File: src/rtl/bisection_ctrl.sv
// Wishbone control and result capture for the bisection core: holds coefficients,
// sequences the core out of reset, detects alpha convergence or timeout, captures the root.
module bisection_ctrl #(
  parameter logic [31:0] BASE_ADDR     = 32'h3000_0000,
  parameter int unsigned ALPHA_W       = 20,
  parameter int unsigned STABLE_CYCLES = 4,
  parameter int unsigned TIMEOUT       = 1024
) (
  input  logic               clk,
  input  logic               reset,
  input  logic               wbs_stb_i,
  input  logic               wbs_cyc_i,
  input  logic               wbs_we_i,
  input  logic [3:0]         wbs_sel_i,
  input  logic [31:0]        wbs_adr_i,
  input  logic [31:0]        wbs_dat_i,
  output logic               wbs_ack_o,
  output logic [31:0]        wbs_dat_o,
  output logic [15:0]        coef_o,
  output logic               core_rst_o,
  input  logic [ALPHA_W-1:0] alpha_i,
  output logic               irq_o
);

  localparam int unsigned CNT_W  = $clog2(TIMEOUT + 1);
  localparam int unsigned SCNT_W = $clog2(STABLE_CYCLES + 1);

  localparam logic [1:0] REG_COEF   = 2'd0;
  localparam logic [1:0] REG_CTRL   = 2'd1;
  localparam logic [1:0] REG_STATUS = 2'd2;
  localparam logic [1:0] REG_RESULT = 2'd3;

  typedef enum logic [1:0] {
    IDLE = 2'd0,
    LOAD = 2'd1,
    RUN  = 2'd2
  } state_e;

  state_e              state_q, state_d;
  logic                ack_q, ack_d;
  logic [31:0]         dat_q, dat_d;
  logic [15:0]         coef_q, coef_d;
  logic                core_rst_q, core_rst_d;
  logic                irq_q, irq_d;
  logic                irq_en_q, irq_en_d;
  logic                done_q, done_d;
  logic                timeout_q, timeout_d;
  logic [ALPHA_W-1:0]  result_q, result_d;
  logic [ALPHA_W-1:0]  sample_q, sample_d;
  logic                first_q, first_d;
  logic [SCNT_W-1:0]   stable_q, stable_d;
  logic [CNT_W-1:0]    run_cnt_q, run_cnt_d;

  logic        req;
  logic        hit;
  logic        wr;
  logic        rd;
  logic        busy;
  logic        start;
  logic        equal;
  logic        conv;
  logic        tmo;
  logic [1:0]  idx;
  logic [31:0] rdata;
  logic        unused_bits;

  assign unused_bits = ^{wbs_adr_i[7:4], wbs_adr_i[1:0], wbs_dat_i[31:16], wbs_sel_i[3:2]};

  // A request seen while ack is high is the tail of the previous transfer.
  assign req  = wbs_stb_i & wbs_cyc_i & ~ack_q;
  assign hit  = (wbs_adr_i[31:8] == BASE_ADDR[31:8]);
  assign wr   = req & hit & wbs_we_i;
  assign rd   = req & hit & ~wbs_we_i;
  assign idx  = wbs_adr_i[3:2];
  assign busy = (state_q != IDLE);

  always_comb begin
    rdata = 32'h0;
    case (idx)
      REG_COEF:   rdata = {16'h0, coef_q};
      REG_CTRL:   rdata = {30'h0, irq_en_q, 1'b0};
      REG_STATUS: rdata = {29'h0, timeout_q, done_q, busy};
      REG_RESULT: rdata = 32'(result_q);
      default:    rdata = 32'h0;
    endcase
  end

  // Next-state logic: bus writes first, FSM set events afterwards so they win.
  always_comb begin
    state_d    = state_q;
    ack_d      = req;
    dat_d      = 32'h0;
    coef_d     = coef_q;
    core_rst_d = core_rst_q;
    irq_en_d   = irq_en_q;
    done_d     = done_q;
    timeout_d  = timeout_q;
    result_d   = result_q;
    sample_d   = sample_q;
    first_d    = first_q;
    stable_d   = stable_q;
    run_cnt_d  = run_cnt_q;
    start      = 1'b0;
    equal      = (alpha_i == sample_q);
    conv       = 1'b0;
    tmo        = 1'b0;

    if (rd) begin
      dat_d = rdata;
    end

    if (wr) begin
      case (idx)
        REG_COEF: begin
          if (!busy && wbs_sel_i[0]) coef_d[7:0]  = wbs_dat_i[7:0];
          if (!busy && wbs_sel_i[1]) coef_d[15:8] = wbs_dat_i[15:8];
        end
        REG_CTRL: begin
          if (wbs_sel_i[0]) begin
            irq_en_d = wbs_dat_i[1];
            start    = wbs_dat_i[0] & ~busy;
          end
        end
        REG_STATUS: begin
          if (wbs_sel_i[0] && wbs_dat_i[1]) done_d    = 1'b0;
          if (wbs_sel_i[0] && wbs_dat_i[2]) timeout_d = 1'b0;
        end
        default: ;
      endcase
    end

    case (state_q)
      IDLE: begin
        core_rst_d = 1'b1;
        if (start) begin
          state_d   = LOAD;
          done_d    = 1'b0;
          timeout_d = 1'b0;
        end
      end
      LOAD: begin
        state_d    = RUN;
        core_rst_d = 1'b0;
        first_d    = 1'b1;
        stable_d   = '0;
        run_cnt_d  = '0;
      end
      RUN: begin
        sample_d  = alpha_i;
        first_d   = 1'b0;
        run_cnt_d = (run_cnt_q == '1) ? run_cnt_q : run_cnt_q + CNT_W'(1);
        if (first_q || !equal) begin
          stable_d = '0;
        end else if (stable_q != '1) begin
          stable_d = stable_q + SCNT_W'(1);
        end
        conv = ~first_q & equal & (stable_q == SCNT_W'(STABLE_CYCLES - 1));
        tmo  = (run_cnt_q == CNT_W'(TIMEOUT - 1));
        if (conv) begin
          result_d   = alpha_i;
          done_d     = 1'b1;
          state_d    = IDLE;
          core_rst_d = 1'b1;
        end else if (tmo) begin
          result_d   = alpha_i;
          timeout_d  = 1'b1;
          state_d    = IDLE;
          core_rst_d = 1'b1;
        end
      end
      default: begin
        state_d    = IDLE;
        core_rst_d = 1'b1;
      end
    endcase

    irq_d = irq_en_d & (done_d | timeout_d);
  end

  always_ff @(posedge clk or posedge reset) begin
    if (reset) begin
      state_q    <= IDLE;
      ack_q      <= 1'b0;
      dat_q      <= 32'h0;
      coef_q     <= 16'h0;
      core_rst_q <= 1'b1;
      irq_q      <= 1'b0;
      irq_en_q   <= 1'b0;
      done_q     <= 1'b0;
      timeout_q  <= 1'b0;
      result_q   <= '0;
      sample_q   <= '0;
      first_q    <= 1'b0;
      stable_q   <= '0;
      run_cnt_q  <= '0;
    end else begin
      state_q    <= state_d;
      ack_q      <= ack_d;
      dat_q      <= dat_d;
      coef_q     <= coef_d;
      core_rst_q <= core_rst_d;
      irq_q      <= irq_d;
      irq_en_q   <= irq_en_d;
      done_q     <= done_d;
      timeout_q  <= timeout_d;
      result_q   <= result_d;
      sample_q   <= sample_d;
      first_q    <= first_d;
      stable_q   <= stable_d;
      run_cnt_q  <= run_cnt_d;
    end
  end

  assign wbs_ack_o  = ack_q;
  assign wbs_dat_o  = dat_q;
  assign coef_o     = coef_q;
  assign core_rst_o = core_rst_q;
  assign irq_o      = irq_q;

endmodule

File: config.mk
export PLATFORM = sky130hd
export DESIGN_NAME = bisection_ctrl
export DESIGN_NICKNAME = d
export VERILOG_FILES = /design/src/rtl/bisection_ctrl.sv
export SDC_FILE = /design/constraint.sdc
export NUM_CORES = 1
export LEC_CHECK = 0
export ABC_AREA = 0
export CORE_UTILIZATION = 40
export CTS_CLUSTER_SIZE = 14
export DETAILED_ROUTE_END_ITERATION = 7
export PLACE_DENSITY_LB_ADDON = 0.08
export SLEW_MARGIN = 20
export SYNTH_ARGS = -nofsm -noshare
export SYNTH_HDL_FRONTEND = slang
export SYNTH_SLANG_ARGS = --single-unit
File: constraint.sdc
create_clock -name clk -period 4.4 [get_ports clk]
set_clock_uncertainty 0.15 [all_clocks]
set_input_delay 0.88 -clock clk [delete_from_list [all_inputs] [get_ports clk]]
set_output_delay 0.88 -clock clk [all_outputs]
set_load 0.02 [all_outputs]
# After elaboration in Yosys (flattened, before gate mapping)
# Cells that the tools add are included.
# word_totals
memories,0
out_inout_bits,51
in_bits,93
word_cells,100
latch_bits,0
rom_bits,0
mem_bits_rw,0
register_bits,111
# op_classes
n_addsub,2
bitwise_logic,14
eq_ne,15
reduce_logical,18
mul,0
n_mux,36
n_shift,0
magnitude_cmp,0
div,0
# ops
operator,n
32-bit case mux with 4 select lines,1
20-bit 2-to-1 mux,2
32-bit 2-to-1 mux,1
"24-bit by 22-bit equality test with 1-bit output, second input constant",1
11-bit case mux with 2 select lines,1
20-bit equality test,1
1-bit 2-to-1 mux,19
"11-bit by 1-bit adder with 11-bit output, second input constant",1
"11-bit by 10-bit equality test with 1-bit output, second input constant",1
"11-bit equality test, second input constant",1
11-bit 2-to-1 mux,1
1-bit AND,9
"3-bit inequality test, second input constant",3
1-bit case mux with 2 select lines,4
2-bit AND reduction,4
"2-bit equality test, second input constant",3
2-bit 2-to-1 mux,3
3-bit 2-to-1 mux,2
2-bit case mux with 3 select lines,1
3-bit case mux with 2 select lines,1
3-bit AND reduction,2
2-bit nonzero test,3
"2-bit by 1-bit equality test with 1-bit output, second input constant",2
1-bit logical AND,4
other kinds (8),14

# Depth between registers and ports, before layout
# logic_depth
depth_word,10
ltp_mapped,9
depth_no_buf,8

# Least setup slack after synthesis
# No wires, ideal clock.
# synth_timing
path_type,input -> register
from,input alpha_i[12]
to,register result_q[0]
path_buffers,1
cell_stages,7
arrival_ns,2.306
t_required_ns,4.125
setup_slack_ns,1.818
setup_time_ns,0.125
cell_sequence,xnor2_1 > o21ai_1 > or4_4 > nor3_4 > o21ai_2 > buf_6 > mux2_4
# synth_between
elab_chain_len,5
word_cells_on_any_way,6
cone_classes,1 x eq/ne; 1 x mux; 2 x bitwise; 2 x reduce/logical
# synth_lines
item,line,text
from (decl),21,"input logic [ALPHA_W-1:0] alpha_i,"
20-bit equality test *,104,equal = (alpha_i == sample_q);
1-bit AND * (2 in series),157,conv = ~first_q & equal & (stable_q == SCNT_W'(STABLE_CYCLES - 1));
2-bit nonzero test (no source line),-,
2-bit AND reduction (no source line),-,
to (signal assigned),206,result_q <= result_d;
to (decl),48,"logic [ALPHA_W-1:0] result_q, result_d;"
# Mark *: on every way between the ends. The rest lies on a longest branch, timed or not.
# A chain may end at the register's enable or synchronous reset.

# Final worst setup path
# layout_timing
from,input alpha_i[3]
to,register result_q[10]
# The elaborated chain is that of the path after synthesis.

==> reports/qor.csv <==
stage,metric,value,unit
worst_hold_path,endpoint with the worst hold slack,wbs_ack_o$_DFF_PP0_,
finish,Final Core Density,54.9,%
routing,post-DR wirelength/cell,15.5,um
finish,fillers,974,
clock_tree,CTS Root Cell,clkbuf_16,
critical_path,Setup crit start kind,primary input,
sta,# setup viols final,0,
logic_synthesis,sequential area share after synthesis,54.4,%
power_and_ir_drop,Power Density,406,nW/um^2
critical_path,r2r worst-path depth,8,
run,Max Cap Viol,0,
clock_tree,clk buf depth,2,
logic_synthesis,main combinational cell family by area after synthesis,multiplexers,
global_route,GR Overflow Total,0,
logic_synthesis,"EDFF count, synth",0,
run_status,status,"complete, no violations",
logic_synthesis,Syn Inst Count,364,
global_route,first-pass GRT wire length,15.2,mm
logic_synthesis,Synthesis Warnings,0,
finish,Area Overhead vs Synth,32.4,%
critical_path,critical setup path kind,primary input to register,
power_and_ir_drop,Leak,2.70,nW
critical_path,"Req. time, crit path",4480,ps
critical_path,"Arr. time, crit path",3190,ps
critical_path,Critical Path Fanout Max,20,
critical_path,reg2reg setup slack,1840,ps
logic_synthesis,synth cell count leaders,"98 x dfrtp_1, 41 x mux2_2, 30 x nor2_1",
routing,Vias,3098,
worst_hold_path,Hold Startpoint,wbs_ack_o$_DFF_PP0_,
clock_tree,"Clk pin slew, worst setup/hold paths",70,ps
floorplanning,number of primary I/O pins,144,
logic_synthesis,Synth area leader,dfrtp_1,
logic_synthesis,most instantiated library cell after synthesis,dfrtp_1,
critical_path,"Cell Chain, Critical Path",clkdlybuf4s50_1 -> xor2_1 -> nor4_1 -> nand4_1 -> nor3_4 -> o21ai_2 -> buf_4 -> mux2_4,
finish,Sequential Area,2480,um^2
sta,final hold vios,0,
sta,RSZ-0062 raised after global routing,no,
power_and_ir_drop,VDD IR max,0.000253,V
floorplanning,Die Height,109,um
power_and_ir_drop,total power,0.00245,W
sta,crit path time final,3100,ps
floorplanning,Core Footprint,11000,um^2
logic_synthesis,Syn Area/Cell,12.5,um^2
global_route,All-Layer GR Usage,17.3,%
clock_tree,setup bufs post-CTS,0,
finish,Final nets,575,
logic_synthesis,Async SR Flop Fraction,100,%
sta,worst hold margin,309,ps
routing,remaining antenna violation count after routing,0,
logic_synthesis,Synth top area share,53.8,%
clock_tree,TritonCTS clock tree,yes,
floorplanning,Die X,109,um
placed_design,dpl ws,950,ps
clock_tree,"Clk Latency, worst-skew pair",350,ps
routing,drt initial violations,100,
critical_path,Crit path largest cell delay,510,ps
floorplanning,Starting Density,41.5,%
sta,Max Slew Vio Count,0,
clock_tree,htree depth,3,
finish,ANT cells,0,
logic_synthesis,dominant synthesized flop cell,dfrtp_1,
clock_tree,number of buffers created by CTS,9,
worst_hold_path,hold path depth,1,
placed_design,RePlAce Congestion,0.737,
global_route,initial antenna violation count,0,
routing,WL final,9.58,mm
placed_design,IO Port Bufs,107,
sta,Final WS setup,1300,ps
logic_synthesis,xor/xnor cell area share of the yosys netlist,4.23,%
sta,relative slew slack,44.7,%
sta,Fin Setup TNS,0,ps
placed_design,post-DP HPWL,7.01,mm
global_route,via count of the first global-routing pass,3023,
worst_hold_path,HP Class,register to register,
critical_path,"CP delay by family, top",simple AND/OR/NAND/NOR gates,
clock_tree,post-CTS sizing,0,
sta,Worst Tran Pin Value,819,ps
critical_path,Critical R2R Capture,run_cnt_q[5]$_DFFE_PP0P_,
routing,drt first pass iters,4,
sta,fmax,322,MHz
logic_synthesis,Synth Cell Area,4560,um^2
clock_tree,clk sink count,99,
logic_synthesis,Synth Area in Compound Gates,7.06,%
critical_path,worst r2r src,state_q[0]$_DFFE_PP0P_,
critical_path,CP Capture Type,register,
logic_synthesis,post-synthesis adder-cell area fraction,2.20,%
logic_synthesis,area share of and/or/nand/nor cells after synthesis,10.0,%
global_route,largest net degree at the start of global routing,81,
floorplanning,row cnt,38,
critical_path,"Slowest-stage cell, CP",clkdlybuf4s50_1,
finish,area of the multi-input gates,1930,um^2
sta,Final period util,70.5,%
finish,share of layout cells above drive strength 1,19.0,%
logic_synthesis,"top cells by area, synth","dfrtp_1 54%, mux2_2 10%, mux2_4 6.6%",
logic_synthesis,post-synthesis mux area share,17.9,%
routing,Vias per Instance,5.00,
routing,DRC viols,0,
critical_path,WP buf/inv,2,
logic_synthesis,#FFs+latches synth,99,
logic_synthesis,Netlist cell types,45,
clock_tree,"Hold-fix buffers, CTS",0,
floorplanning,die area,11800,um^2
==> layer usage <==
layer	track usage, %	part of all wire, %	wire [um]
met1	23.5	47	4550
met3	5.02	5.2	495
met4	5.79	1.3	125
met5	0	0	0
met2	26.3	46	4410
==> worst register-to-register path: cells and delay by family (launching register included) <==
| family | cells | cell delay, ps |
|---|---|---|
| AOI/OAI and AO/OA | 3 | 860 |
| buffers and inverters | 3 | 680 |
| DFF | 1 | 390 |
| and+or+nand+nor | 1 | 180 |
| adders and majority gates | 1 | 150 |
==> worst max path at each step <==
stage | startpoint | endpoint | slack, ps | cells after the start
final | alpha_i[3] | result_q[10]$_DFFE_PP0P_ | 1300 | 8
after global routing | alpha_i[3] | result_q[8]$_DFFE_PP0P_ | 1150 | 8
after CTS | alpha_i[3] | result_q[14]$_DFFE_PP0P_ | 1320 | 8
after detailed placement | alpha_i[3] | result_q[10]$_DFFE_PP0P_ | 950 | 8
after global placement | alpha_i[3] | result_q[13]$_DFFE_PP0P_ | 930 | 8
after floorplan | reset | coef_o[0]$_DFFE_PP0P_ | 780 | 1
==> sequential cells by signal, summed over array words and instances, names as in the netlist <==
register,cells
first_q,1
irq_en_q,1
irq_o,1
result_q,20
stable_q,3
coef_o,16
wbs_dat_o,20
wbs_ack_o,1
core_rst_o,1
run_cnt_q,11
timeout_q,1
state_q,2
sample_q,20
done_q,1
==> cells in the final DEF, fill, tap and decap left out, drive strengths merged, types with 8 or more instances in the layout <==
master / n
clkdlybuf4s50: 107
dfrtp: 98
mux2: 61
nor2: 30
nand2: 15
xor2: 15
a22oi: 15
o21ai: 15
clkbuf: 13
conb: 12
inv: 11
nor4: 8
ha: 8
==> through the flow <==
step / cells / instance area [um^2]
after floorplan: 375 / 4600
after detailed placement: 603 / 5730
after global routing: 619 / 6030
final: 619 / 6030
after CTS: 619 / 6030
after global placement: 603 / 5730
==> final cells by class <==
cell class	instances	area share, %
repair buffers	111	18.3
flip-flops and latches	99	41.1
clock buffers	13	4.65
well taps	140	2.90
clock inverters	3	0.332
inverters	11	0.767
multi-input cells	242	32.0
==> kinds of logic (layout without fill, tap and decap cells) <==
kind of cell | count (synthesis) | in the layout
buffers and inverters | 34 | 138
and+or+nand+nor | 87 | 87
adders and majority gates | 8 | 8
xor gates and xnor gates | 22 | 22
muxes | 65 | 65
other | 1 | 12
DFF | 99 | 99
AOI/OAI and AO/OA | 48 | 48
==> power by group <==
group          switching (W)  total [W]  internal, W  leakage [nW]
Combinational       0.000265   0.000562     0.000297          1.24
Sequential         0.0000798    0.00112      0.00104          1.32
Clock               0.000326   0.000770     0.000444         0.144
Total               0.000672    0.00245      0.00178          2.70
(Power assumes the default switching activity.)
